### config.mk
export PLATFORM = sky130hd
export DESIGN_NAME = dds_phase_accum
export DESIGN_NICKNAME = d
export VERILOG_FILES = /design/src/rtl/dds_pkg.sv /design/src/rtl/dds_cfg_shadow.sv /design/src/rtl/dds_phase_accum.sv
export SDC_FILE = /design/constraint.sdc
export NUM_CORES = 1
export LEC_CHECK = 0
export CORE_MARGIN = 2
export CORE_UTILIZATION = 34
export CTS_BUF_LIST = sky130_fd_sc_hd__clkbuf_8
export DETAILED_ROUTE_END_ITERATION = 8
export HOLD_SLACK_MARGIN = 0.15
export PLACE_DENSITY = 0.62
export SETUP_SLACK_MARGIN = 0.5
export SLEW_MARGIN = 0
export SYNTH_ARGS = -nofsm -noshare
export SYNTH_HDL_FRONTEND = slang
export SYNTH_SLANG_ARGS = --single-unit
### constraint.sdc
create_clock -name clk -period 12.73 [get_ports clk]
set_input_delay 1.273 -clock clk [delete_from_list [all_inputs] [get_ports clk]]
set_output_delay 1.273 -clock clk [all_outputs]
set_load 0.005 [all_outputs]
### src/rtl/dds_pkg.sv
// Shared constants and types for the DDS phase-accumulator front end.
package dds_pkg;

   localparam int ACC_W_DEF  = 32;
   localparam int ADDR_W_DEF = 8;

   typedef enum logic [1:0] {
      WAVE_SIN = 2'd0,
      WAVE_TRI = 2'd1,
      WAVE_SQR = 2'd2,
      WAVE_SAW = 2'd3
   } wave_sel_t;

   typedef enum logic [1:0] {
      ST_IDLE = 2'd0,
      ST_RUN  = 2'd1,
      ST_PEND = 2'd2
   } dds_state_t;

   typedef struct packed {
      logic [ACC_W_DEF-1:0]  fcw;
      logic [ADDR_W_DEF-1:0] phase;
      wave_sel_t             sel;
   } dds_cfg_t;

endpackage

### src/rtl/dds_cfg_shadow.sv
// Active oscillator settings plus a shadow copy that is promoted on request,
// so a new configuration only takes effect when the controller allows it.
module dds_cfg_shadow
   import dds_pkg::*;
#(
   parameter int ACC_W  = ACC_W_DEF,
   parameter int ADDR_W = ADDR_W_DEF
) (
   input  logic              clk,
   input  logic              rst_n,
   input  logic              load_active,
   input  logic              load_shadow,
   input  logic              apply,
   input  logic [ACC_W-1:0]  cfg_fcw,
   input  logic [ADDR_W-1:0] cfg_phase,
   input  logic [1:0]        cfg_sel,
   output logic [ACC_W-1:0]  active_fcw,
   output logic [ADDR_W-1:0] active_phase,
   output logic [1:0]        active_sel,
   output logic [ADDR_W-1:0] next_phase
);

   logic [ACC_W-1:0]  shadow_fcw;
   logic [ADDR_W-1:0] shadow_phase;
   logic [1:0]        shadow_sel;

   logic [ACC_W-1:0]  fcw_d;
   logic [ADDR_W-1:0] phase_d;
   logic [1:0]        sel_d;

   always_comb begin
      // NOTE: defaults first so every path assigns each output; no latch is inferred.
      fcw_d   = active_fcw;
      phase_d = active_phase;
      sel_d   = active_sel;
      if (load_active) begin
         fcw_d   = cfg_fcw;
         phase_d = cfg_phase;
         sel_d   = cfg_sel;
      end else if (apply) begin
         fcw_d   = shadow_fcw;
         phase_d = shadow_phase;
         sel_d   = shadow_sel;
      end
   end

   // Lets the address register track the phase the active set is about to hold.
   assign next_phase = phase_d;

   always_ff @(posedge clk or negedge rst_n) begin
      if (!rst_n) begin
         active_fcw   <= '0;
         active_phase <= '0;
         active_sel   <= '0;
         shadow_fcw   <= '0;
         shadow_phase <= '0;
         shadow_sel   <= '0;
      end else begin
         active_fcw   <= fcw_d;
         active_phase <= phase_d;
         active_sel   <= sel_d;
         if (load_shadow) begin
            shadow_fcw   <= cfg_fcw;
            shadow_phase <= cfg_phase;
            shadow_sel   <= cfg_sel;
         end
      end
   end

endmodule

### src/rtl/dds_phase_accum.sv
// DDS phase accumulator: produces the waveform ROM address and select, and
// swaps in new settings only at a phase wrap so each period stays intact.
module dds_phase_accum
   import dds_pkg::*;
#(
   parameter int ACC_W  = ACC_W_DEF,
   parameter int ADDR_W = ADDR_W_DEF
) (
   input  logic              clk,
   input  logic              rst_n,
   input  logic              run,
   input  logic              tick,
   input  logic              cfg_valid,
   output logic              cfg_ready,
   input  logic [ACC_W-1:0]  cfg_fcw,
   input  logic [ADDR_W-1:0] cfg_phase,
   input  logic [1:0]        cfg_sel,
   output logic [ADDR_W-1:0] address,
   output logic [1:0]        sel,
   output logic              phase_wrap
);

   dds_state_t        state, state_next;
   logic [ACC_W-1:0]  acc;
   logic [ACC_W:0]    acc_sum;
   logic              carry;
   logic              xfer;
   logic              load_active, load_shadow, apply;
   logic              step, clear;
   logic [ACC_W-1:0]  active_fcw;
   logic [ADDR_W-1:0] active_phase;
   logic [1:0]        active_sel;
   logic [ADDR_W-1:0] next_phase;

   dds_cfg_shadow #(
      .ACC_W  (ACC_W),
      .ADDR_W (ADDR_W)
   ) u_cfg (
      .clk          (clk),
      .rst_n        (rst_n),
      .load_active  (load_active),
      .load_shadow  (load_shadow),
      .apply        (apply),
      .cfg_fcw      (cfg_fcw),
      .cfg_phase    (cfg_phase),
      .cfg_sel      (cfg_sel),
      .active_fcw   (active_fcw),
      .active_phase (active_phase),
      .active_sel   (active_sel),
      .next_phase   (next_phase)
   );

   assign cfg_ready = (state != ST_PEND);
   assign xfer      = cfg_valid & cfg_ready;
   assign acc_sum   = {1'b0, acc} + {1'b0, active_fcw};
   assign carry     = acc_sum[ACC_W];

   always_ff @(posedge clk or negedge rst_n) begin
      if (!rst_n) state <= ST_IDLE;
      else        state <= state_next;
   end

   always_comb begin
      state_next  = state;
      load_active = 1'b0;
      load_shadow = 1'b0;
      apply       = 1'b0;
      step        = 1'b0;
      clear       = 1'b0;
      unique case (state)
         ST_IDLE: begin
            clear       = 1'b1;
            load_active = xfer;
            if (run) state_next = ST_RUN;
         end
         ST_RUN: begin
            if (!run) begin
               clear       = 1'b1;
               load_active = xfer;
               state_next  = ST_IDLE;
            end else begin
               step = tick;
               if (xfer) begin
                  load_shadow = 1'b1;
                  state_next  = ST_PEND;
               end
            end
         end
         ST_PEND: begin
            if (!run) begin
               clear      = 1'b1;
               apply      = 1'b1;
               state_next = ST_IDLE;
            end else begin
               step = tick;
               // A zero FCW never wraps, so the shadow would otherwise stall forever.
               if (tick && (carry || active_fcw == '0)) begin
                  apply      = 1'b1;
                  state_next = ST_RUN;
               end
            end
         end
         default: state_next = ST_IDLE;
      endcase
   end

   always_ff @(posedge clk or negedge rst_n) begin
      if (!rst_n) begin
         acc        <= '0;
         address    <= '0;
         sel        <= '0;
         phase_wrap <= 1'b0;
      end else begin
         // NOTE: non-blocking so every register samples pre-edge values together.
         sel <= active_sel;
         if (clear) begin
            acc        <= '0;
            address    <= next_phase;
            phase_wrap <= 1'b0;
         end else if (step) begin
            acc        <= acc_sum[ACC_W-1:0];
            address    <= acc_sum[ACC_W-1 -: ADDR_W] + active_phase;
            phase_wrap <= carry;
         end else begin
            phase_wrap <= 1'b0;
         end
      end
   end

endmodule

# ---- Yosys cells after proc, flatten, opt, wreduce, memory -nomap -nowiden
# Cells that the tools add are included.
dict set report totals {
  word_cells 58
  input_bits 47
  reg_bits 129
  output_inout_bits 12
}
dict set report op_classes {
  n_reduce_logical 8
  eq_ne 6
  bitwise_logic 1
  n_mux 30
  add_sub_neg 2
}
# cell n
set ops {}
lappend ops {{32-bit two-way mux} 4}
lappend ops {{32-bit by 32-bit adder with 33-bit output} 1}
lappend ops {{32-bit logical NOT} 1}
lappend ops {{8-bit two-way mux} 4}
lappend ops {{2-bit two-way mux} 7}
lappend ops {{1-bit two-way mux} 12}
lappend ops {{8-bit adder} 1}
lappend ops {{3-bit inequality test, second input constant} 2}
lappend ops {{2-bit one-hot mux with 3 select lines} 1}
lappend ops {{2-bit inequality test, second input constant} 2}
lappend ops {{1-bit one-hot mux with 2 select lines} 2}
lappend ops {{2-bit nonzero test} 2}
lappend ops {{3-bit AND reduction} 1}
lappend ops {{2-bit by 1-bit equality test with 1-bit output, second input constant} 1}
lappend ops {{2-bit equality test, second input constant} 1}
lappend ops {{2-bit logical NOT} 1}
lappend ops {{2-bit OR reduction} 1}
lappend ops {{1-bit AND} 1}
lappend ops {{1-bit logical AND} 1}
lappend ops {{1-bit logical OR} 1}

# ---- Logic depth before layout (Yosys ltp)
# Gate-level depths: netlist (run 1).
dict set report logic_depth {
  depth_word 9
  ltp_mapped 19
  depth_no_buf 18
}

# ---- Modules after synthesis
# Synthesis (run 1) repeated with hierarchy kept, for this count alone.
dict set report unflattened {
  hier_cells 771
  hier_area_um2 7721.2
}
# module cells_per_inst area_each_um2 instances seq_area_each_um2
set by_module_without_submodules {}
lappend by_module_without_submodules {dds_phase_accum 500 3982.6 1 1126.1}
lappend by_module_without_submodules {dds_cfg_shadow 271 3738.6 1 2102.0}

# ---- Worst setup path before layout (run 1)
# Ideal clock, no wire load.
dict set report synth_path {
  kind {register -> register}
  start {register acc[0]}
  end {register address[7]}
  setup_slack_ps 8637
  stages_incl_launch_ff 18
  setup_time_ps 126
  period_less_slack_ps 4093
  arrival_time_ps 3967
  path_cell_list {dfrtp_1 -> ha_1 -> fa_1 -> a21o_1 -> a22o_1 -> o41ai_4 -> o211a_1 -> o21ai_0 -> a21boi_0 -> xnor2_1 -> ha_1 -> a21oi_1 -> o21bai_1 -> a21oi_1 -> o21ai_0 -> xor2_1 -> xnor2_1 -> a221o_1}
}
dict set report synth_between {
  elab_chain_len 9
  word_cells_on_any_way 11
  classes_between {add/sub: 2; mux: 7; reduce/logical: 2}
}
# element line
set synth_rtl {}
lappend synth_rtl {{start: declaration} dds_phase_accum.sv:24} ;# logic [ACC_W-1:0] acc;
lappend synth_rtl {{start signal: assignment} dds_phase_accum.sv:121} ;# acc <= acc_sum[ACC_W-1:0];
lappend synth_rtl {{32-bit by 32-bit adder with 33-bit output (*)} dds_phase_accum.sv:55} ;# assign acc_sum = {1'b0, acc} + {1'b0, active_fcw};
lappend synth_rtl {{branches (longest 7 deep; another with 8-bit adder)} n/a}
lappend synth_rtl {{8-bit two-way mux (*)} dds_phase_accum.sv:116} ;# if (clear) begin
lappend synth_rtl {{end signal: assignment} dds_phase_accum.sv:118} ;# address <= next_phase;
lappend synth_rtl {{end signal: assignment} dds_phase_accum.sv:122} ;# address <= acc_sum[ACC_W-1 -: ADDR_W] + active_phase;
lappend synth_rtl {{end: declaration} dds_phase_accum.sv:18} ;# output logic [ADDR_W-1:0] address,
# Mark *: on every way between the ends. The select of a mux whose other input is x is not followed.
# A chain may end at the register's enable or synchronous reset.

# ---- Worst setup path after layout (run 1)
dict set report layout_path {
  start {register u_cfg.active_fcw[0]}
  end {register address[7]}
}
dict set report layout_between {
  elab_chain_len 9
  word_cells_on_any_way 12
  classes_between {add/sub: 2; mux: 7; reduce/logical: 3}
}
# element line
set layout_rtl {}
lappend layout_rtl {{start: declaration} dds_cfg_shadow.sv:17} ;# output logic [ACC_W-1:0] active_fcw,
lappend layout_rtl {{start signal: assignment} dds_cfg_shadow.sv:59} ;# active_fcw <= fcw_d;
lappend layout_rtl {{branches (longest 8 deep; another with 32-bit by 32-bit adder with 33-bit output)} n/a}
lappend layout_rtl {{8-bit two-way mux (*)} dds_phase_accum.sv:116}
# Marks and branches as above.

==> results of run 1 <==
==> power groups by stage <==
stage	Clock, uW	Combinational [uW]	Sequential [uW]
finish	341	1300	732
global route	374	1470	757
CTS	353	1310	734
detailed placement	0	1300	740
global placement	0	1290	737
floorplan	0	1020	692
==> cell usage in the layout, fill, tap and decap left out, drive strengths merged, types with 4 or more instances in the layout <==
master / n
and3: 7
ha: 44
buf: 9
o21ai: 23
o211ai: 7
xnor2: 23
a21o: 16
a31oi: 9
nand2: 84
clkbuf: 21
xor2: 12
nand4: 8
nand3: 16
nor2b: 6
o21a: 11
a211oi: 8
clkdlybuf4s50: 57
nor2: 67
o21bai: 4
a21oi: 101
mux2: 42
mux2i: 46
dfrtp: 129
nor4: 9
inv: 14
==> kinds of logic (layout without fill, tap and decap cells) <==
kind of cell	Yosys count	after routing
buffers and inverters	48	106
XOR/XNOR	35	35
AO/OA/AOI/OAI	197	197
adder cells (fa/ha/maj)	46	46
multiplexers	88	88
AND/OR/NAND/NOR	203	203
flip-flops	129	129
==> worst paths after layout <==
check / slack (ns) / to / start
min reg2reg: 0.37 / sel[1]$_DFF_PN0_ / u_cfg.active_sel[1]$_DFFE_PN0P_
min: 0.37 / sel[1]$_DFF_PN0_ / u_cfg.active_sel[1]$_DFFE_PN0P_
max: 8.21 / address[7]$_DFFE_PN0P_ / u_cfg.active_fcw[0]$_DFFE_PN0P_
max reg2reg: 8.21 / address[7]$_DFFE_PN0P_ / u_cfg.active_fcw[0]$_DFFE_PN0P_
min in group asynchronous: 0.82 / u_cfg.active_fcw[0]$_DFFE_PN0P_ / rst_n
max in group asynchronous: 10.66 / acc[25]$_DFFE_PN0P_ / rst_n
==> stage by stage <==
step                      util, %  instances
after CTS                   40.62       1079
after global routing        40.62       1079
after global placement      38.82       1049
after floorplan                 -        746
after detailed placement    38.82       1049
final                       40.62       1079
==> per-layer routing <==
layer	vias to the layer above	part of all wire, %	GRT usage, %	routed length, um
met4	0	1.1	3.879	186
met2	86	48	25.27	7932
li1	2778	-	-	-
met3	11	3.8	4.187	635
met1	2643	47	20.21	7861
met5	-	0	0	0
==> area by class of cell <==
class                      count  area (um^2)  area share, %
clock buffer                  21        289.0          3.363
clock inverter                 9        92.59          1.077
inverter                      10        37.54         0.4368
multi-input combinational    569         3960          46.08
sequential                   129         3228          37.57
tap                          275        344.1          4.004
timing repair buffer          66        641.9          7.469
==> sequential cells by signal (all words and copies together) (netlist names) <==
signal              count
u_cfg.active_phase      8
u_cfg.active_fcw       32
u_cfg.shadow_fcw       32
u_cfg.shadow_sel        2
sel                     2
address                 8
acc                    32
state                   2
u_cfg.active_sel        2
phase_wrap              1
u_cfg.shadow_phase      8
==> flow_summary.json, run 1 <==
{
  "cpLargestDelayFamily": "compound AO/OA/AOI/OAI gates",
  "seqPwrFrac_pct": 30.8,
  "wirelength_um": 16610,
  "via_per_inst": 5.114,
  "maxCapViolations": 0,
  "path_cells": "ha_1, fa_1, a21o_1, a22o_1, o41ai_4, o211a_1, o21ai_0, a21boi_0, xnor2_1, ha_1, a21oi_1, o21bai_1, a21oi_1, o21ai_0, xor2_1, xnor2_1, a221o_1",
  "grt_pass1_wl_um": 27740,
  "synth-xor-area-share_pct": 4.151,
  "preCtsSetupSlack_ns": 8.259,
  "switching_share_pct": 42.18,
  "cts-root-buf": "clkbuf_8",
  "ios": 59,
  "synthesis.area_um2": 7385,
  "ys_async_sr_fraction_pct": 100.0,
  "yosys-top-cells-count": "dfrtp_1 (129), a21oi_1 (101), nand2_1 (84)",
  "cp.depth": 17,
  "antenna_found_initial": 0,
  "rows": 53,
  "start_util_pct": 34.91,
  "tritoncts": "yes",
  "synth_compound_area_share_pct": 16.79,
  "fillCellCount": 2052,
  "yosysTopAreaCell": "dfrtp_1",
  "p_total_uw": 2377,
  "setup-tns-final_ns": 0,
  "rsz0062_at_grt": "false",
  "vias": 5518,
  "cp_slowest_stage_delay_ns": 0.44,
  "hold_depth": 0,
  "synth-seq-area-share_pct": 43.71,
  "cp.required_ns": 13.06,
  "cp_max_fo": 5,
  "overflow": 0,
  "cts_buffer_depth": 2,
  "cellPowerDensity_nw_per_um2": 276.6,
  "muxShareOfSynthArea_pct": 12.64,
  "cts_resized": 0,
  "synthFlopType": "dfrtp_1",
  "drc": 0,
  "placed_cell_area_um2": 8212,
  "hold_ws_ns": 0.3729,
  "cts_buffers": 17,
  "ff2ff_path_depth": 17,
  "tightest_slew_ns": 0.8705,
  "postLayoutCellArea_um2": 8593,
  "synth.most_common_cell": "dfrtp_1",
  "syn_inst": 746,
  "clkSinkCount": 129,
  "yosys_warnings": 0,
  "cts.clk_slew.worst_paths_ns": 0.07,
  "grt_usage_pct": 15.42,
  "area_growth_syn_to_layout_pct": 16.37,
  "dieArea_um2": 22910,
  "h-tree-depth": 4,
  "drv_slew": 0,
  "place_congestion": 0.8575,
  "avgSynthCellArea_um2": 9.899,
  "arrival_ns": 4.85,
  "wl_per_cell_um": 15.40,
  "synth_edf_count": 0,
  "io_buffers": 58,
  "yosys.area.top_type_share_pct": 43.71,
  "n_antenna_cell": 0,
  "clk_latency_ns": 0.45,
  "cts_hold_buffers": 0,
  "synth-simple-area-share_pct": 11.83,
  "combPwrFrac_pct": 54.9,
  "grt_max_degree": 85,
  "path_buf_inv": 0,
  "netSwitchingPower_uw": 1003,
  "hold_viol_final": 0,
  "crit_path_start_kind": "flop",
  "skew_ns": 0.01522,
  "synth_fa_ha_area_share_pct": 7.997,
  "holdCritPathClass": "reg -> reg",
  "drtAntennaViolNets": 0,
  "ys_seq_elements": 129,
  "yosys-top-cells-area": "dfrtp_1 (44%), ha_1 (7.5%), a21oi_1 (6.8%), mux2_2 (6.4%), mux2i_1 (6.2%)",
  "cts_setup_buffers": 0,
  "die_w_um": 151.4,
  "coreArea_um2": 21150,
  "cellLeakagePower_uw": 0.003671,
  "setup_viol": 0,
  "finalCritPeriodShare_pct": 35.49,
  "internal_power_uw": 1375,
  "min_period_ns": 4.518,
  "first_iter_violations": 280,
  "vdd_drop_max_v": 0.0001031,
  "yosysUniqueCellTypes": 49,
  "fmax_ghz": 0.2214,
  "cp-end-kind": "flop",
  "syn_nets": 839,
  "max_slew_margin_pct": 41.97,
  "fin_nets": 886,
  "die_h_um": 151.4,
  "p_clk_share_pct": 14.4,
  "layout-drive-gt1-share_pct": 10.82,
  "firstDrtPassIters": 4,
  "status": "finished clean",
  "critPathKind": "reg -> reg",
  "grt_pass1_vias": 5449,
  "synth_top_family_by_area": "compound AO/OA/AOI/OAI gates",
  "fin_ws_ns": 8.213,
  "cp_slowest_cell": "o41ai_4",
  "dp_hpwl_um": 11310
}
(Power assumes the default switching activity.)
==> run 2, diff against run 1 <==
--- a/config.mk
+++ b/config.mk
@@ -10,7 +10,7 @@
 export CTS_BUF_LIST = sky130_fd_sc_hd__clkbuf_8
 export DETAILED_ROUTE_END_ITERATION = 8
 export HOLD_SLACK_MARGIN = 0.15
-export PLACE_DENSITY = 0.62
+export PLACE_DENSITY = 0.64
 export SETUP_SLACK_MARGIN = 0.5
 export SLEW_MARGIN = 0
 export SYNTH_ARGS = -nofsm -noshare
==> constraint.sdc (replaced) <==
create_clock -name clk -period 3.8 [get_ports clk]
set_input_delay 0.38 -clock clk [delete_from_list [all_inputs] [get_ports clk]]
set_output_delay 0.38 -clock clk [all_outputs]
set_load 0.005 [all_outputs]
==> run 2 against run 1 <==
Total power rose to 3.8 times the previous value. Global-route usage grew 0.87 points. Cell area increased by 8.3%. Largest power group unchanged. Core utilization grew 3.4 points. Sequential power grew to 3.4 times the previous value. Final cell count grew 5.3%. Worst setup slack got worse by 8.2 ns. Critical path type unchanged. Count of clock-buffer cells in the layout fell by 2. First-iteration DRC count up 35%. Worst hold slack improved by 0.012 ns. Die area unchanged.
==> flow_summary.json, run 2 (synthesis results as in run 1) <==
{
  "hold_viol_final": 0,
  "p_total_uw": 8989,
  "arrival_ns": 4.14,
  "drc": 0,
  "cp.required_ns": 4.14,
  "skew_ns": 0.01941,
  "cellLeakagePower_uw": 0.003990,
  "grt_usage_pct": 16.30,
  "cellPowerDensity_nw_per_um2": 966.0,
  "seqPwrFrac_pct": 27.4,
  "layout_commonest_cell": "dfrtp_1",
  "dieArea_um2": 22910,
  "finalCritPeriodShare_pct": 99.95,
  "combPwrFrac_pct": 58.2,
  "final_cell_mix": "dfrtp_1 (128), a21oi_1 (93), nand2_1 (84), nor2_1 (67), clkdlybuf4s50_1 (57)",
  "cp-end-kind": "flop",
  "first_iter_violations": 378,
  "vias": 5864,
  "grt_pass1_wl_um": 29410,
  "netSwitchingPower_uw": 3718,
  "antenna_found_initial": 0,
  "n_antenna_cell": 0,
  "cp_max_fo": 3,
  "critPathKind": "reg -> reg",
  "h-tree-depth": 4,
  "max_slew_margin_pct": 38.14,
  "ios": 59,
  "fin_nets": 941,
  "clk_latency_ns": 0.46,
  "tritoncts": "yes",
  "cts_buffer_depth": 2,
  "wirelength_um": 17910,
  "crit_path_start_kind": "flop",
  "maxCapViolations": 0,
  "place_congestion": 0.8751,
  "holdCritPathClass": "reg -> reg",
  "start_util_pct": 34.91,
  "grt_pass1_vias": 5798,
  "switching_share_pct": 41.36,
  "die_h_um": 151.4,
  "internal_power_uw": 5271,
  "cts-root-buf": "clkbuf_8",
  "drv_slew": 0,
  "layout-drive-gt1-share_pct": 19.98,
  "tightest_slew_ns": 0.9279,
  "status": "finished clean",
  "largestRegisters": "acc: 32 flops, u_cfg.active_fcw: 32 flops, u_cfg.shadow_fcw: 32 flops",
  "io_buffers": 58,
  "area_growth_syn_to_layout_pct": 26.01,
  "setup_viol": 0,
  "grt_max_degree": 100,
  "drtAntennaViolNets": 0,
  "firstDrtPassIters": 5,
  "via_per_inst": 5.162,
  "min_period_ns": 3.798,
  "clkSinkCount": 129,
  "p_clk_share_pct": 14.4,
  "coreArea_um2": 21150,
  "cts_buffers": 17,
  "dp_hpwl_um": 12470,
  "die_w_um": 151.4,
  "rsz0062_at_grt": "true",
  "vdd_drop_max_v": 0.0004770,
  "wl_per_cell_um": 15.76,
  "hold_ws_ns": 0.3848,
  "overflow": 0,
  "fmax_ghz": 0.2633,
  "rows": 53,
  "cts.clk_slew.worst_paths_ns": 0.08
}
-- run 2: cell count changes in the layout (fill, tap and decap cells not counted), moves of 4 or more --
cell	delta
buf_4	+42
clkinv_4	+4
ha_2	+4
a21oi_2	+8
buf_6	+4
o21ai_0	-4
ha_1	-5
inv_1	-4
a21oi_1	-8
-- run 2: routing by layer --
layer	global-route usage [%]	up-vias	wire length [um]
li1	-	2897	-
met1	21.73	2835	8289
met2	26.36	111	8521
met3	3.193	21	716
met4	5.841	0	378
met5	0	-	0
-- run 2: final cells by class --
class                   instances  area, um^2
fillers                      1962       11850
repair buffers                121        1180
clock buffers                  19       261.5
multi-input cells             569        4078
flip-flops and latches        129        3229
inverters                      10       37.54
clock inverters                13       175.2
well taps                     275       344.1
-- run 2: final timing paths --
kind / start / slack [ns] / cells past startpoint / end
worst max-delay path: acc[0]$_DFFE_PN0P_ / 0.002 / 17 / address[7]$_DFFE_PN0P_
worst min-delay path: u_cfg.active_sel[1]$_DFFE_PN0P_ / 0.38 / 0 / sel[1]$_DFF_PN0_
worst max register to register: acc[0]$_DFFE_PN0P_ / 0.002 / 17 / address[7]$_DFFE_PN0P_
worst min register to register: u_cfg.active_sel[1]$_DFFE_PN0P_ / 0.38 / 0 / sel[1]$_DFF_PN0_
max in group asynchronous: rst_n / 2.39 / 3 / u_cfg.active_fcw[4]$_DFFE_PN0P_
min in group asynchronous: rst_n / 0.62 / 2 / u_cfg.shadow_phase[5]$_DFFE_PN0P_
-- run 2: power groups by stage --
stage                     Clock [uW]  Combinational [uW]  Sequential (uW)
after global placement             0                4750             2460
after global routing            1400                5820             2530
after floorplan                    0                3500             2320
final                           1300                5230             2460
after CTS                       1320                5020             2460
after detailed placement           0                4800             2480
-- run 2: repair_timing --
item,in CTS,in global routing
pin swaps,10,32
setup buffers,11,4
setup endpoints to repair,6,43
resized for setup,5,28
endpoints found under the hold margin,97,0
gates cloned,0,2
hold buffers,1,0
-- run 2: worst max-delay path, stage by stage, from the launching register on --
cell	delay [ns]
dfrtp_1	0.39
ha_2	0.20
fa_2	0.35
a21o_1	0.18
a22o_1	0.24
o41ai_4	0.26
o211a_1	0.21
o21ai_2	0.09
a21boi_2	0.15
xnor2_1	0.15
ha_1	0.31
a21oi_2	0.18
o21bai_1	0.10
a21oi_2	0.16
o21ai_1	0.10
xor2_1	0.16
xnor2_1	0.13
a221o_1	0.33
-- run 2: stage by stage --
step / instances / setup WS [ns] / area (um^2) / TNS (ns) / utilization [%]
3_3_place_gp: 1086 / 0.008131 / 8552 / 0 / 40.43
5_1_grt: 1136 / -0.2081 / 9305 / -0.5388 / 43.99
4_1_cts: 1130 / 0.01795 / 9101 / 0 / 43.02
6_report: 1136 / 0.001951 / 9305 / 0 / 43.99
2_1_floorplan: 746 / 0.02081 / 7410 / 0 / -
3_5_place_dp: 1086 / -0.06924 / 8552 / -0.06924 / 40.43
==> run 3, diff against run 2 <==
--- a/config.mk
+++ b/config.mk
@@ -7,7 +7,7 @@
 export LEC_CHECK = 0
 export CORE_MARGIN = 2
 export CORE_UTILIZATION = 34
-export CTS_BUF_LIST = sky130_fd_sc_hd__clkbuf_8
+export CTS_BUF_LIST = sky130_fd_sc_hd__clkbuf_16
 export DETAILED_ROUTE_END_ITERATION = 8
 export HOLD_SLACK_MARGIN = 0.15
 export PLACE_DENSITY = 0.64
==> run 3 against run 2 <==
Count of clock-buffer cells in the layout down 2. Clock power rose by 30%. Register-to-register slack hardly changed. Critical path depth unchanged. Wire length rose by 1.4%. Sequential cell count is the same. Combinational power rose by 3%. Die area is the same. Fmax up 0.11%. First-iteration DRC count decreased by 11%.
==> flow_summary.json, run 3 (synthesis results as in run 1) <==
{
  "final_cell_mix": "dfrtp_1 (129), a21oi_1 (93), nand2_1 (83), nor2_1 (67), clkdlybuf4s50_1 (57)",
  "die_w_um": 151.4,
  "hold_path_end": "sel[1]$_DFF_PN0_",
  "clkSinkCount": 129,
  "tightest_slew_ns": 0.9345,
  "clk_latency_ns": 0.43,
  "dp_hpwl_um": 12470,
  "postLayoutCellArea_um2": 9550,
  "p_total_uw": 9576,
  "grt.met2_usage_pct": 26.58,
  "cp.required_ns": 4.11,
  "arrival_ns": 4.10,
  "fin_nets": 942,
  "first_iter_violations": 336,
  "cp_slowest_cell": "dfrtp_1",
  "cp_slowest_stage_delay_ns": 0.38,
  "vdd_drop_max_v": 0.0004786,
  "skew_ns": 0.009149,
  "cts_buffers": 17,
  "cts_buffer_depth": 2,
  "cts.clk_slew.worst_paths_ns": 0.06,
  "largestRegisters": "acc: 32 flops, u_cfg.active_fcw: 32 flops, u_cfg.shadow_fcw: 32 flops",
  "firstDrtPassIters": 4,
  "layout_commonest_cell": "dfrtp_1",
  "grt_pass1_vias": 5794,
  "vias": 5870,
  "fmax_ghz": 0.2636,
  "layout-drive-gt1-share_pct": 20.42,
  "placed_cell_area_um2": 8552,
  "rsz0062_at_grt": "true",
  "cellLeakagePower_uw": 0.004087,
  "wirelength_um": 18160,
  "maxCapViolations": 0,
  "hold_ws_ns": 0.3798,
  "max_slew_margin_pct": 37.70,
  "rows": 53,
  "h-tree-depth": 4,
  "hold_path.startpoint": "u_cfg.active_sel[1]$_DFFE_PN0P_",
  "path_cells": "ha_2, fa_2, a21o_1, a22o_1, o41ai_4, o211a_1, o21ai_4, a21boi_2, xnor2_1, ha_1, a21oi_2, o21bai_1, a21oi_2, o21ai_1, xor2_1, xnor2_1, a221o_1",
  "holdCritPathClass": "reg -> reg",
  "grt_util_met1_pct": 22.05,
  "ios": 59,
  "min_period_ns": 3.794,
  "antenna_found_initial": 0,
  "coreArea_um2": 21150,
  "cp_max_fo": 3,
  "setup-tns-final_ns": 0,
  "hold_depth": 0,
  "io_buffers": 58,
  "cp-end-kind": "flop",
  "status": "finished clean",
  "hold_viol_final": 0,
  "critPathKind": "reg -> reg",
  "die_h_um": 151.4,
  "grt_max_degree": 100,
  "tritoncts": "yes",
  "drv_slew": 0,
  "grt_pass1_wl_um": 29740,
  "n_antenna_cell": 0,
  "via_per_inst": 5.163,
  "timing.rr.end": "address[7]$_DFFE_PN0P_",
  "setup_viol": 0,
  "finalCritPeriodShare_pct": 99.84,
  "grt_util_met3_pct": 3.193,
  "cts-root-buf": "clkbuf_16",
  "start_util_pct": 34.91,
  "cellPowerDensity_nw_per_um2": 1003,
  "crit_path_start_kind": "flop",
  "overflow": 0,
  "reg2reg_slack_ns": 0.006,
  "timing.rr.start": "acc[0]$_DFFE_PN0P_",
  "grt_usage_pct": 16.55,
  "drc": 0,
  "drtAntennaViolNets": 0,
  "place_congestion": 0.8751,
  "wl_per_cell_um": 15.97,
  "grt-busiest-layer": "met2",
  "ff2ff_path_depth": 17,
  "area_growth_syn_to_layout_pct": 29.33,
  "dieArea_um2": 22910
}
==> run 3: worst max path at each step <==
stage,startpoint,end,depth (start not counted)
after global placement,u_cfg.active_fcw[1]$_DFFE_PN0P_,address[7]$_DFFE_PN0P_,18
final,acc[0]$_DFFE_PN0P_,address[7]$_DFFE_PN0P_,17
after CTS,acc[0]$_DFFE_PN0P_,address[7]$_DFFE_PN0P_,17
after floorplan,u_cfg.active_fcw[0]$_DFFE_PN0P_,address[7]$_DFFE_PN0P_,17
after detailed placement,acc[4]$_DFFE_PN0P_,address[7]$_DFFE_PN0P_,18
after global routing,u_cfg.active_fcw[0]$_DFFE_PN0P_,address[7]$_DFFE_PN0P_,17
==> run 3: repair_timing <==
item / in CTS / in global routing
endpoints found under the setup margin: 6 / 45
endpoints found under the hold margin: 97 / 0
pin swaps: 13 / 34
hold buffers: 1 / 0
setup buffers: 11 / 5
resized for setup: 7 / 34
cloned: 0 / 2
==> run 3: worst max-delay path, delay by kind of cell (launching register included) <==
kind | cells | cell delay [ns]
fa+ha+maj | 3 | 0.85
flops | 1 | 0.38
xor+xnor | 3 | 0.44
compound gates | 11 | 2.02
==> run 3: area by class of cell <==
type | count | area [um^2]
clock buffer | 17 | 425.4
clock inverter | 15 | 182.7
fill | 1939 | 11600
inverter | 10 | 37.54
multi-input combinational | 569 | 4141
sequential | 129 | 3228
tap | 275 | 344.1
timing repair buffer | 122 | 1191
==> run 3: routing by layer <==
layer / part of all wire (%) / vias up / routed length (um)
met4: 2.2 / 0 / 398
met3: 2.7 / 30 / 498
met1: 47 / 2857 / 8559
met5: 0 / - / 0
li1: - / 2887 / -
met2: 48 / 96 / 8704
==> run 3: power by group <==
| part | switching [uW] | internal (uW) |
|---|---|---|
| logic | 2730 | 2670 |
| registers | 469 | 2010 |
| clock network | 655 | 1040 |
==> run 3: per-stage QoR <==
step | worst slack [ns] | instances | utilization, %
2_1_floorplan | 0.02081 | 746 | -
3_3_place_gp | 0.008131 | 1086 | 40.43
3_5_place_dp | -0.06924 | 1086 | 40.43
4_1_cts | 0.02123 | 1130 | 43.91
5_1_grt | -0.1684 | 1137 | 45.15
6_report | 0.006166 | 1137 | 45.15
